[config.mk]
export PLATFORM = sky130hd
export DESIGN_NAME = sensor_filtro_flat
export DESIGN_NICKNAME = d
export VERILOG_FILES = /design/src/rtl/sensor_filtro_pkg.sv /design/src/rtl/sensor_filtro_if.sv /design/src/rtl/sensor_filtro_canal.sv /design/src/rtl/sensor_filtro.sv /design/src/flat_wrapper.sv
export SDC_FILE = /design/constraint.sdc
export NUM_CORES = 1
export LEC_CHECK = 0
export ABC_AREA = 1
export CAP_MARGIN = 20
export CORE_MARGIN = 5
export CORE_UTILIZATION = 40
export CTS_BUF_LIST = sky130_fd_sc_hd__clkbuf_4
export CTS_CLUSTER_SIZE = 12
export DETAILED_ROUTE_END_ITERATION = 8
export PLACE_DENSITY = 0.53
export SYNTH_ARGS = -nofsm -noshare
export SYNTH_HDL_FRONTEND = slang
export SYNTH_HIERARCHICAL = 1
export SYNTH_SLANG_ARGS = --single-unit
export TNS_END_PERCENT = 5
[constraint.sdc]
create_clock -name clock -period 4.6 [get_ports clock]
set_input_delay 0.92 -clock clock [delete_from_list [all_inputs] [get_ports clock]]
set_output_delay 0.92 -clock clock [all_outputs]
set_load 0.03 [all_outputs]
[src/rtl/sensor_filtro_pkg.sv]
// Shared definitions for the sensor filter: sensor bit positions, FSM
// encoding and default timing parameters.
package sensor_filtro_pkg;

   localparam int unsigned TICK_DIV_DEF    = 50000;
   localparam int unsigned DEB_COUNT_DEF   = 8;
   localparam int unsigned ERR_PERSIST_DEF = 4;

   localparam int unsigned N_SENS = 6;
   localparam int unsigned IDX_H  = 0;
   localparam int unsigned IDX_M  = 1;
   localparam int unsigned IDX_L  = 2;
   localparam int unsigned IDX_US = 3;
   localparam int unsigned IDX_UA = 4;
   localparam int unsigned IDX_T  = 5;

   typedef enum logic [1:0] {
      ESPERA = 2'd0,
      ESTAB  = 2'd1,
      OPERA  = 2'd2
   } estado_t;

   // A higher level sensor reading wet while a lower one reads dry is impossible.
   function automatic logic nivel_incons(input logic h, input logic m, input logic l);
      return (h & ~m) | (m & ~l);
   endfunction

endpackage

[src/rtl/sensor_filtro_if.sv]
// Sensor bundle: raw sensor inputs towards the filter, filtered levels and
// status flags back to the controller.
interface sensor_filtro_if;
   // No back-pressure: pronto qualifies the filtered outputs, which may be
   // sampled in any cycle; mudou is a single-cycle strobe.
   logic [5:0] sens_raw;
   logic       H;
   logic       M;
   logic       L;
   logic       Us;
   logic       Ua;
   logic       T;
   logic       pronto;
   logic       erro_nivel;
   logic       mudou;

   modport master (
      output sens_raw,
      input  H, M, L, Us, Ua, T, pronto, erro_nivel, mudou
   );

   modport slave (
      input  sens_raw,
      output H, M, L, Us, Ua, T, pronto, erro_nivel, mudou
   );
endinterface

[src/rtl/sensor_filtro_canal.sv]
// One sensor channel: 2-flop synchronizer, tick-based debounce counter and
// filtered output register.
module filtro_canal #(
   parameter int unsigned DEB_COUNT = 8
) (
   input  logic clock,
   input  logic reset,
   input  logic raw_i,
   input  logic tick_i,
   input  logic load_i,
   output logic filt_o,
   output logic chg_o
);

   localparam int unsigned CW      = (DEB_COUNT > 1) ? $clog2(DEB_COUNT) : 1;
   localparam logic [CW-1:0] CNT_MAX = CW'(DEB_COUNT - 1);

   logic          sync1_q, sync2_q;
   logic          filt_q, filt_d;
   logic [CW-1:0] cnt_q, cnt_d;

   always_comb begin
      filt_d = filt_q;
      cnt_d  = cnt_q;
      chg_o  = 1'b0;
      if (tick_i) begin
         if (load_i) begin
            filt_d = sync2_q;
            cnt_d  = '0;
         end else if (sync2_q != filt_q) begin
            // Accept on the DEB_COUNT-th differing tick; counter never wraps.
            if (cnt_q == CNT_MAX) begin
               filt_d = sync2_q;
               cnt_d  = '0;
               chg_o  = 1'b1;
            end else begin
               cnt_d = cnt_q + 1'b1;
            end
         end else begin
            cnt_d = '0;
         end
      end
   end

   always_ff @(posedge clock) begin
      if (reset) begin
         sync1_q <= 1'b0;
         sync2_q <= 1'b0;
         filt_q  <= 1'b0;
         cnt_q   <= '0;
      end else begin
         sync1_q <= raw_i;
         sync2_q <= sync1_q;
         filt_q  <= filt_d;
         cnt_q   <= cnt_d;
      end
   end

   assign filt_o = filt_q;

endmodule

[src/rtl/sensor_filtro.sv]
// Sensor filter top: sample-tick prescaler, start-up FSM, six debounced
// channels and persistent water-level consistency check.
module sensor_filtro
   import sensor_filtro_pkg::*;
#(
   parameter int unsigned TICK_DIV    = TICK_DIV_DEF,
   parameter int unsigned DEB_COUNT   = DEB_COUNT_DEF,
   parameter int unsigned ERR_PERSIST = ERR_PERSIST_DEF
) (
   input  logic              clock,
   input  logic              reset,
   sensor_filtro_if.slave    bus,
   output estado_t           estado_o
);

   localparam int unsigned PW = $clog2(TICK_DIV);
   localparam int unsigned QW = (DEB_COUNT > 1) ? $clog2(DEB_COUNT) : 1;
   localparam int unsigned EW = (ERR_PERSIST > 1) ? $clog2(ERR_PERSIST) : 1;
   localparam logic [PW-1:0] TICK_MAX = PW'(TICK_DIV - 1);
   localparam logic [QW-1:0] QMAX     = QW'(DEB_COUNT - 1);
   localparam logic [EW-1:0] EMAX     = EW'(ERR_PERSIST - 1);

   logic [PW-1:0] presc_q, presc_d;
   estado_t       estado_q, estado_d;
   logic [QW-1:0] quiet_q, quiet_d;
   logic [EW-1:0] pcnt_q, pcnt_d;
   logic          erro_q, erro_d;
   logic          mudou_q, mudou_d;

   logic              tick;
   logic              carga;
   logic              incons;
   logic [N_SENS-1:0] filt;
   logic [N_SENS-1:0] chg;

   assign tick  = (presc_q == TICK_MAX);
   assign carga = (estado_q == ESPERA);

   for (genvar i = 0; i < N_SENS; i++) begin : gen_canal
      filtro_canal #(.DEB_COUNT(DEB_COUNT)) u_canal (
         .clock  (clock),
         .reset  (reset),
         .raw_i  (bus.sens_raw[i]),
         .tick_i (tick),
         .load_i (carga),
         .filt_o (filt[i]),
         .chg_o  (chg[i])
      );
   end

   always_comb begin
      presc_d = (presc_q == TICK_MAX) ? '0 : presc_q + 1'b1;
   end

   always_comb begin
      estado_d = estado_q;
      quiet_d  = quiet_q;
      case (estado_q)
         ESPERA: begin
            if (tick) begin
               estado_d = ESTAB;
               quiet_d  = '0;
            end
         end
         ESTAB: begin
            // Need DEB_COUNT consecutive ticks without any output change.
            if (tick) begin
               if (|chg) begin
                  quiet_d = '0;
               end else if (quiet_q == QMAX) begin
                  estado_d = OPERA;
                  quiet_d  = '0;
               end else begin
                  quiet_d = quiet_q + 1'b1;
               end
            end
         end
         OPERA: estado_d = OPERA;
         default: begin
            estado_d = ESPERA;
            quiet_d  = '0;
         end
      endcase
   end

   assign incons = nivel_incons(filt[IDX_H], filt[IDX_M], filt[IDX_L]);

   always_comb begin
      pcnt_d = pcnt_q;
      erro_d = erro_q;
      if (estado_q != OPERA) begin
         pcnt_d = '0;
         erro_d = 1'b0;
      end else if (tick) begin
         if (incons != erro_q) begin
            if (pcnt_q == EMAX) begin
               erro_d = incons;
               pcnt_d = '0;
            end else begin
               pcnt_d = pcnt_q + 1'b1;
            end
         end else begin
            pcnt_d = '0;
         end
      end
   end

   assign mudou_d = |chg;

   always_ff @(posedge clock) begin
      if (reset) begin
         presc_q  <= '0;
         estado_q <= ESPERA;
         quiet_q  <= '0;
         pcnt_q   <= '0;
         erro_q   <= 1'b0;
         mudou_q  <= 1'b0;
      end else begin
         presc_q  <= presc_d;
         estado_q <= estado_d;
         quiet_q  <= quiet_d;
         pcnt_q   <= pcnt_d;
         erro_q   <= erro_d;
         mudou_q  <= mudou_d;
      end
   end

   assign bus.H          = filt[IDX_H];
   assign bus.M          = filt[IDX_M];
   assign bus.L          = filt[IDX_L];
   assign bus.Us         = filt[IDX_US];
   assign bus.Ua         = filt[IDX_UA];
   assign bus.T          = filt[IDX_T];
   assign bus.pronto     = (estado_q == OPERA);
   assign bus.erro_nivel = erro_q;
   assign bus.mudou      = mudou_q;
   assign estado_o       = estado_q;

endmodule

[src/flat_wrapper.sv]
// flat-port wrapper written by rule: the top's interface ports become plain ports
module sensor_filtro_flat import sensor_filtro_pkg::*;
#(
   parameter int unsigned TICK_DIV    = TICK_DIV_DEF,
   parameter int unsigned DEB_COUNT   = DEB_COUNT_DEF,
   parameter int unsigned ERR_PERSIST = ERR_PERSIST_DEF
)
  (clock, reset, estado_o, bus_sens_raw, bus_H, bus_M, bus_L, bus_Us, bus_Ua, bus_T, bus_pronto, bus_erro_nivel, bus_mudou);
  sensor_filtro_if bus_i ();
  input  logic clock;
  input  logic reset;
  output estado_t estado_o;
  input wire logic [$bits(bus_i.sens_raw)-1:0] bus_sens_raw;
  output wire logic [$bits(bus_i.H)-1:0] bus_H;
  output wire logic [$bits(bus_i.M)-1:0] bus_M;
  output wire logic [$bits(bus_i.L)-1:0] bus_L;
  output wire logic [$bits(bus_i.Us)-1:0] bus_Us;
  output wire logic [$bits(bus_i.Ua)-1:0] bus_Ua;
  output wire logic [$bits(bus_i.T)-1:0] bus_T;
  output wire logic [$bits(bus_i.pronto)-1:0] bus_pronto;
  output wire logic [$bits(bus_i.erro_nivel)-1:0] bus_erro_nivel;
  output wire logic [$bits(bus_i.mudou)-1:0] bus_mudou;
  assign bus_i.sens_raw = bus_sens_raw;
  assign bus_H = bus_i.H;
  assign bus_M = bus_i.M;
  assign bus_L = bus_i.L;
  assign bus_Us = bus_i.Us;
  assign bus_Ua = bus_i.Ua;
  assign bus_T = bus_i.T;
  assign bus_pronto = bus_i.pronto;
  assign bus_erro_nivel = bus_i.erro_nivel;
  assign bus_mudou = bus_i.mudou;
  sensor_filtro #(.TICK_DIV(TICK_DIV), .DEB_COUNT(DEB_COUNT), .ERR_PERSIST(ERR_PERSIST)) u_core (.clock(clock), .reset(reset), .bus(bus_i), .estado_o(estado_o));
endmodule
==> impl_metrics.tcl, run 1 <==
set metrics [dict create \
    status "complete, no violations" \
    stdcell_area_um2 3680 \
    drt-wirelength-per-cell_um 10.1 \
    worstPathArrival_ns 1.73 \
    gp_congestion 0.767 \
    p_leak_uw 0.00154 \
    grt_max_degree 32 \
    htreeDepth 3 \
    cp_max_fo 5 \
    place_area_um2 3550 \
    synth.area.top_cells "dfxtp_1, nand2_1, inv_1" \
    grt-busiest-layer "met2" \
    netlist_instances 453 \
    finalCriticalPeriod_ns 2.65 \
    yosysMostFrequentCell "nand2_1" \
    antenna_found_initial 0 \
    syn2layout_area_growth_pct 13.9 \
    synth_nets 480 \
    first_pass_iters 5 \
    vdd_drop_max_uv 215 \
    die_area_um2 9980 \
    post-route-util_pct 47.1 \
    die_h_um 99.9 \
    min_path_type "flip-flop to flip-flop" \
    synth.distinct_cells 30 \
    route.detailed.drc 0 \
    wl_mm 5.94 \
    cts_tree "built" \
    setup_viol 0 \
    numCtsBuffers 9 \
    die-width_um 99.9 \
    instances_no_fill 589 \
    cts_resized 0 \
    io_pins 19 \
    synthArstFlopShare_pct 0 \
    cts_sinks 61 \
    grt_pass1_vias 2496 \
    fin_crit_sh_pct 57.6 \
    cp.required_ns 3.68 \
    yosysTopAreaCell "dfxtp_1" \
    num-nets-final 510 \
    cts_buffer_depth 2 \
    hold_viol_final 0 \
    gr-usage-met1_pct 16.6 \
    drtAntennaViolNets 0 \
    synth_top_area_share_pct 37.8 \
    dp_cells 574 \
    netlist_top_cells_count "nand2_1, inv_1, nor2_1" \
    n_antenna_cell 0 \
    holdWs_ns 0.385 \
    grtUsageTotal_pct 13.1 \
    vias 2694 \
    start_util_pct 41.4 \
    pwr_density_cell_nw_per_um2 255 \
    max-cap-violations 0 \
    globalRouteMet2Util_pct 20.9 \
    drv_slew 0 \
    ctsHoldBuffers 0 \
    finalSetupTns_ns 0 \
    synth.cell_area_um2 3230 \
    dp_hpwl_mm 4.39 \
    num_rows 32 \
    synth_edf_count 0 \
    avgViaCountPerCell 4.57 \
    yosysSeqAreaShare_pct 37.8 \
    cts_root_buf "clkbuf_4" \
    drtIter0Drc 117 \
    maxSlewHeadroom_pct 69.9 \
    critPathLaunchType "flip-flop" \
    skew_ns 0.0153 \
    insertion_delay_ns 0.40 \
    rsz0062_at_grt "no" \
    core-area_um2 7810 \
    end_kind "output port" \
    synth_warnings 6 \
    worstMarginPinSlew_ns 0.452 \
    grt_pass1_wl_mm 10.6 \
    cts_setup_buffers 0 \
    critPathKind "flip-flop to output port" \
    ys_ff_latch 61 \
    synth_ff_type "dfxtp_1" \
    grt-ovfl-total 0 \
    drive_above_1_share_pct 15.0 \
    fmax_mhz 377 \
    clk_pin_slew_worst_paths_ns 0.11 \
    numPortBuffers 18 \
    grt_util_met3_pct 4.79 \
    avgSynthCellArea_um2 7.13 \
]
-- state kept, by name, indices dropped and copies added, names as in the netlist --
register,count
u_core/estado_o,2
u_core/bus.mudou,1
u_core/gen_canal.u_canal/sync2_q,6
u_core/bus.erro_nivel,1
u_core/gen_canal.u_canal/sync1_q,6
u_core/gen_canal.u_canal/cnt_q,18
u_core/gen_canal.u_canal/filt_o,6
u_core/presc_q,16
u_core/pcnt_q,2
u_core/quiet_q,3
-- kinds of logic (layout without fill, tap and decap cells) --
| kind of cell | after synthesis | after routing | synth area share, % |
|---|---|---|---|
| AND/OR/NAND/NOR | 236 | 236 | 35.3 |
| buffers and inverters | 89 | 123 | 10.5 |
| adder cells (fa/ha/maj) | 19 | 19 | 7.36 |
| XOR/XNOR | 7 | 7 | 1.90 |
| AO/OA/AOI/OAI | 41 | 41 | 7.24 |
| flip-flops | 61 | 61 | 37.8 |
-- path summary, 6_finish.rpt --
check	start	end	slack (ns)	cells past startpoint
min	u_core/gen_canal[5].u_canal/sync1_q	u_core/gen_canal[5].u_canal/sync2_q	0.39	2
max reg2reg	u_core/presc_q[0]	u_core/estado_o[0]	2.09	15
min reg2reg	u_core/gen_canal[5].u_canal/sync1_q	u_core/gen_canal[5].u_canal/sync2_q	0.39	2
max	u_core/estado_o[0]	bus_pronto	1.95	3
-- metal layers --
metal | part of all wire, % | vias to the layer above
met5 | 0 | -
met4 | 1.0 | 0
met3 | 3.9 | 8
met2 | 46 | 31
met1 | 49 | 1201
li1 | - | 1454
-- report_power, final --
part / switching, µW / total (µW) / internal (µW)
Clock: 194 / 360 / 166
Sequential: 3.95 / 539 / 535
Combinational: 21.0 / 37.5 / 16.5
Total: 219 / 937 / 718
-- stage by stage --
| stage | setup WS [ns] | power [µW] |
|---|---|---|
| 5_1_grt | 1.76 | 989 |
| 2_1_floorplan | 1.42 | 574 |
| 6_report | 1.95 | 937 |
| 4_1_cts | 1.90 | 957 |
| 3_3_place_gp | 1.90 | 589 |
| 3_5_place_dp | 1.83 | 589 |
-- worst max-delay path, cell delays in order, from the launching register on --
cell	delay, ns
dfxtp_1	0.43
inv_1	0.09
ha_1	0.23
clkdlybuf4s50_1	0.60
-- cell type report --
type / count / area (µm²)
fillers: 800 / 4130
multi-input cells: 303 / 1680
flip-flops and latches: 61 / 1220
inverters: 88 / 330
repair buffers: 20 / 195
well taps: 102 / 128
clock buffers: 10 / 75.1
clock inverters: 5 / 52.6
-- placed cells by master, fill, tap and decap left out, types with 2 or more instances in the layout --
| cell type | synthesis | final |
|---|---|---|
| nand2_1 | 96 | 96 |
| inv_1 | 78 | 78 |
| nor2_1 | 62 | 62 |
| dfxtp_1 | 61 | 61 |
| a21oi_1 | 21 | 21 |
| nand3_1 | 19 | 19 |
| ha_1 | 19 | 19 |
| clkdlybuf4s50_1 | 0 | 18 |
| o21ai_0 | 12 | 12 |
| clkbuf_4 | 0 | 10 |
| nand2_2 | 10 | 10 |
| inv_2 | 9 | 9 |
| nor2_4 | 9 | 9 |
| nand4_1 | 8 | 8 |
| nor3_1 | 9 | 8 |
| nor2_2 | 6 | 6 |
| and2_4 | 6 | 6 |
| a21oi_2 | 6 | 6 |
| xor2_1 | 4 | 4 |
| clkinv_2 | 0 | 3 |
| nand2_4 | 3 | 3 |
| xnor2_1 | 3 | 3 |
| nand3_2 | 2 | 2 |
| nor3_2 | 1 | 2 |
| buf_4 | 1 | 2 |
Power figures use the tool's default switching activity.
==> inputs of run 2 (changes only) <==
clock period = 2.62 ns   (was 4.6 ns; I/O delays follow)
==> run 2 against run 1 <==
Combinational power increased by 75%; flip-flop and latch count unchanged; global-route usage increased by 0.23 points; routed wire length increased by 4.7%; clock-buffer cell count unchanged; sequential power increased by 76%; non-clock buffer count unchanged.
==> impl_metrics.tcl, run 2 (synthesized netlist as in run 1, its figures left out) <==
set metrics [dict create \
    dp_cells 574 \
    drtAntennaViolNets 0 \
    wl_met1_mm 3.14 \
    min_path_type "flip-flop to flip-flop" \
    r2r_cells 16 \
    switchingPower_uw 375 \
    worst-r2r-setup-slack_ns 0.26 \
    r2r_start "u_core/presc_q[6]" \
    path_cells "inv_2, nor4_1, nand4_1, nor3_4, buf_12, nand2_1, nor3_1, nor2_1, nand2_1, nor2_1, inv_1, nand2_1, nand2_2, nor2_2, nor2_1, nor2_2" \
    vdd_drop_max_uv 166 \
    end_kind "flip-flop" \
    finalCriticalPeriod_ns 2.36 \
    worstMarginPinSlew_ns 0.381 \
    dp_slack_ns 0.276 \
    io_pins 19 \
    drtIter0Drc 89 \
    die-width_um 99.9 \
    grt_max_degree 31 \
    pwr_density_cell_nw_per_um2 418 \
    cts_buffer_depth 2 \
    insertion_delay_ns 0.39 \
    sw_frac_of_total_pct 24.4 \
    clk_pin_slew_worst_paths_ns 0.10 \
    skew_ns 0.0133 \
    syn2layout_area_growth_pct 13.8 \
    numPortBuffers 18 \
    fin_crit_sh_pct 90.1 \
    power_frac_comb_pct 4.3 \
    largestRegisters "u_core/gen_canal.u_canal/cnt_q: 18 flops, u_core/presc_q: 16 flops" \
    met2RoutedLength_mm 2.86 \
    max-cap-violations 0 \
    start_util_pct 41.4 \
    grt_pass1_wl_mm 10.7 \
    top_register "u_core/gen_canal.u_canal/cnt_q" \
    cts_setup_buffers 0 \
    fin_ws_ns 0.259 \
    crit_end "u_core/estado_o[1]" \
    final_common_cell "nand2_1" \
    drv_slew 0 \
    most-common-layout-cells "nand2_1, inv_1, nor2_1" \
    r2r-end "u_core/estado_o[1]" \
    slowest_stage "dfxtp_1" \
    hold_viol_final 0 \
    cp.required_ns 2.91 \
    vias 2706 \
    avgViaCountPerCell 4.59 \
    htreeDepth 3 \
    wl_mm 6.22 \
    ctsHoldBuffers 0 \
    die_h_um 99.9 \
    cts_resized 0 \
    critPathLaunchType "flip-flop" \
    gp_congestion 0.820 \
    numCtsBuffers 9 \
    clock_power_share_pct 34.2 \
    drive_above_1_share_pct 15.0 \
    antenna_found_initial 0 \
    n_antenna_cell 0 \
    setup_viol 0 \
    maxSlewHeadroom_pct 74.3 \
    num_rows 32 \
    pwr-share-seq_pct 61.5 \
    post-route-util_pct 47.1 \
    p_leak_uw 0.00155 \
    grtUsageTotal_pct 13.4 \
    status "complete, no violations" \
    cts_tree "built" \
    grt-ovfl-total 0 \
    top_layer_used "met4" \
    cp_max_fo 24 \
    route.detailed.drc 0 \
    critPathKind "flip-flop to flip-flop" \
    cp-startpoint "u_core/presc_q[6]" \
    grt_pass1_vias 2508 \
    cts_sinks 61 \
    drt-wirelength-per-cell_um 10.5 \
    largest_reg_flops 18 \
    cts_root_buf "clkbuf_4" \
    core-area_um2 7810 \
    dp_hpwl_mm 4.63 \
    worstPathArrival_ns 2.65 \
    instances_no_fill 590 \
    slowest_delay_ns 0.39 \
    num-nets-final 510 \
    wl_met3_um 155 \
    holdWs_ns 0.408 \
    fmax_mhz 424 \
    first_pass_iters 4 \
    die_area_um2 9980 \
    power.internal_uw 1160 \
]
[run 2: how the worst min path moves through the flow]
| stage | startpoint | to | slack [ns] | cells past startpoint |
|---|---|---|---|---|
| global placement | u_core/gen_canal[4].u_canal/sync1_q | u_core/gen_canal[4].u_canal/sync2_q | 0.39 | 2 |
| floorplan | u_core/gen_canal[0].u_canal/sync1_q | u_core/gen_canal[0].u_canal/sync2_q | 0.39 | 2 |
| finish | u_core/gen_canal[1].u_canal/sync1_q | u_core/gen_canal[1].u_canal/sync2_q | 0.41 | 2 |
| global route | u_core/gen_canal[4].u_canal/sync1_q | u_core/gen_canal[4].u_canal/sync2_q | 0.42 | 2 |
| CTS | u_core/gen_canal[1].u_canal/sync1_q | u_core/gen_canal[1].u_canal/sync2_q | 0.41 | 2 |
| detailed placement | u_core/gen_canal[1].u_canal/sync1_q | u_core/gen_canal[1].u_canal/sync2_q | 0.39 | 2 |
[run 2: power groups by stage]
stage | sequential [µW] | clock (µW) | combinational [µW]
3_5_place_dp | 968 | 0 | 66.7
3_3_place_gp | 968 | 0 | 66.1
6_report | 946 | 526 | 65.7
4_1_cts | 947 | 564 | 66.9
2_1_floorplan | 966 | 0 | 42.0
5_1_grt | 949 | 606 | 74.2
[run 2: stage by stage]
step	TNS [ns]	power, µW	cell area (µm²)
after CTS	0	1580	3670
after detailed placement	0	1030	3560
after global routing	-0.0188	1630	3680
after floorplan	0	1010	3240
final	0	1540	3680
after global placement	0	1030	3560
[run 2: worst max-delay path: cells and delay by family (launching register included)]
family	cells	cell delay, ns
buf+inv	3	0.34
flops	1	0.39
simple gates	13	1.53
[run 2: area by class of cell]
cell class	instances	area, µm²
timing repair buffer	20	208
sequential	61	1220
fill	838	4130
clock inverter	6	30.0
clock buffer	10	75.1
multi-input combinational	303	1690
inverter	88	330
tap	102	128
[run 2: layer usage]
| layer | vias to the layer above | global-route usage (%) |
|---|---|---|
| met5 | - | 0 |
| met4 | 0 | 5.36 |
| met2 | 28 | 21.7 |
| li1 | 1461 | - |
| met1 | 1213 | 16.9 |
| met3 | 4 | 3.47 |
==> inputs of run 3 (changes only) <==
CTS_CLUSTER_SIZE = default   (was 12)
==> results of run 3 <==
Final layout, timing and power as in run 2 (identical DEF).
==> RTL change (settings of run 3) <==
Register the output `estado_o` once more, without a reset; this adds one clock of latency there. The other outputs are not delayed to match.
--- a/src/rtl/sensor_filtro.sv
+++ b/src/rtl/sensor_filtro.sv
@@ -134,7 +134,9 @@
    assign bus.pronto     = (estado_q == OPERA);
    assign bus.erro_nivel = erro_q;
    assign bus.mudou      = mudou_q;
-   assign estado_o       = estado_q;
+   always_ff @(posedge clock) begin
+      estado_o <= estado_q;
+   end
 
 endmodule
 
Behaviour: same outputs for any inputs over 10 cycles, from zero or initial values and one cycle with reset high; that may be too few to reach the edited logic, so the function may still have changed.
==> RTL change against run 3 <==
- via count fell by 0.22%
- largest power group unchanged
- routed wire length rose by 0.64%
- utilization fell by 0.73 points
- design area rose by 3.1%
- critical path type unchanged
- sequential cell count rose by 2
- non-clock buffer count did not move
- synthesized cell count rose by 0.66%
- hold slack got worse by 0.0010 ns
- area after synthesis rose by 3.1%
- worst setup slack barely moved
- total power rose by 9.2%
==> RTL change: results (changes against run 3) <==
Layout
  • Layout cells sized above 1: 0.141 (-0.00906)
  • Nets: 513 (+0.59%)
  • Largest registers: u_core/gen_canal.u_canal/cnt_q x18, u_core/presc_q x16
  • Antenna fix cells: 0 (unchanged)
  • Layout fillers: 837 (-0.12%)
  • Final Non-Filler Cells: 596 (+1.0%)

Detailed routing
  • Drt first-iter violations: 58 (-35%)
  • Total routed wirelength: 6260 um (+0.64%)
  • Drt via density: 4.53 (-1.2%)
  • Drt first pass iters: 6 (+2)

Power and ir drop
  • Max VDD drop: 173 uV (+4.3%)
  • Pleak: 0.00157 uW (+1.1%)
  • Net switching power: 392 uW (+4.5%)

Placed design
  • DP HPWL: 4690 um (+1.2%)
  • Routability cong.: 0.795 (-3.1%)
  • Buffers on Ports: 18 (unchanged)
  • Dpl cells: 580 (+1.0%)

Critical path
  • Crit path max fanout: 9 (-63%)
  • Critical Path AT: 2.70 ns (+0.05 ns)
  • Cell at the slowest stage of the critical path: ha_1
  • R2R cell count: 13 (-3)
  • CP peak stage delay: 0.44 ns (+0.05 ns)
  • Top Family by Delay on Critical Path: simple AND/OR/NAND/NOR gates

Synth
  • Yosys cell types: 35 (+17%)
  • Post-synthesis sequential area ratio: 0.378 (+0.000523)
  • Syn Area/Cell: 7.31 um^2 (+2.5%)
  • Top area cells in the synthesized netlist: dfxtp_1, nand2_1, inv_1
  • Synth top cells by count: nand2_1, inv_1, dfxtp_1, nor2_1, a21oi_1
  • Synthesis Warnings: 6 (unchanged)
  • FFs w/ async S/R, synth: 0 (unchanged)
  • Syn Nets: 483 (+0.63%)

CTS
  • H-Tree Depth: 3 (unchanged)
  • CTS Root Cell: clkbuf_4
  • Post-CTS setup buffers: 0 (unchanged)
  • Clock Latency Late Sink: 0.41 ns (+0.02 ns)
  • CTS buffer count: 9 (unchanged)
  • Cts repair resizes: 0 (unchanged)
  • Worst-case clock buffer depth: 2 (unchanged)
  • Reg clk slew, reported paths: 0.10 ns (about the same)

Global routing
  • First-pass GRT wire length: 11000 um (+3.0%)
  • Vias in the first global route: 2520 (+0.48%)
  • Aggregate global-route resource usage: 0.136 (+0.00214)
  • Largest net degree at the start of global routing: 31 (unchanged)
  • Initial antenna violation count: 0 (unchanged)

Outcome
  • Run status: completed

Timing
  • Clock skew: 0.0133 ns (+0.0000143 ns)
  • Measured slew at the worst slew-check pin: 0.428 ns (+0.0466 ns)

Worst hold path
  • Worst Hold Class: flop to flop
  • Hold Path Depth: 0 (-2)
-- RTL change: cell families after synthesis --
| logic type | share of synthesized area |
|---|---|
| AOI/OAI and AO/OA | 0.0860 |
| adders and majority gates | 0.0713 |
| DFF | 0.378 |
| xor gates and xnor gates | 0.0131 |
| and+or+nand+nor | 0.346 |
| buffers and inverters | 0.105 |
-- RTL change: stage by stage --
stage	area, um^2	hold slack [ns]	setup WS [ns]
after floorplan	3340	0.368	0.0353
after global placement	3670	0.374	0.359
after detailed placement	3670	0.378	0.292
after CTS	3790	0.410	0.254
after global routing	3790	0.420	0.0458
final	3790	0.407	0.259
-- RTL change: worst paths after layout --
path	slack, ns	startpoint	end
setup reg to reg	0.26	u_core/estado_q[1]	u_core/estado_q[0]
setup / recovery	0.26	u_core/estado_q[1]	u_core/estado_q[0]
hold / removal	0.41	u_core/estado_q[1]	u_core/estado_o[1]
hold reg to reg	0.41	u_core/estado_q[1]	u_core/estado_o[1]
-- RTL change: metal layers --
layer  vias to the layer above  track usage  part of all wire
met3                         4       0.0523             0.038
met4                         0       0.0450            0.0091
met2                        23        0.225              0.47
li1                       1485            -                 -
met5                         -            0                 0
met1                      1188        0.161              0.48
-- RTL change: cell type report --
class | instances | share of cell area
multi-input combinational | 302 | 0.456
sequential | 63 | 0.333
inverter | 90 | 0.0891
timing repair buffer | 20 | 0.0548
tap | 105 | 0.0346
clock buffer | 10 | 0.0198
clock inverter | 6 | 0.0135
-- RTL change: power by group through the flow --
stage,clock network (uW),logic [uW],registers (uW)
floorplan,0,40.7,997
detailed placement,0,65.1,999
global route,716,73.5,979
finish,638,64.3,977
global placement,0,64.4,998
CTS,673,65.6,977
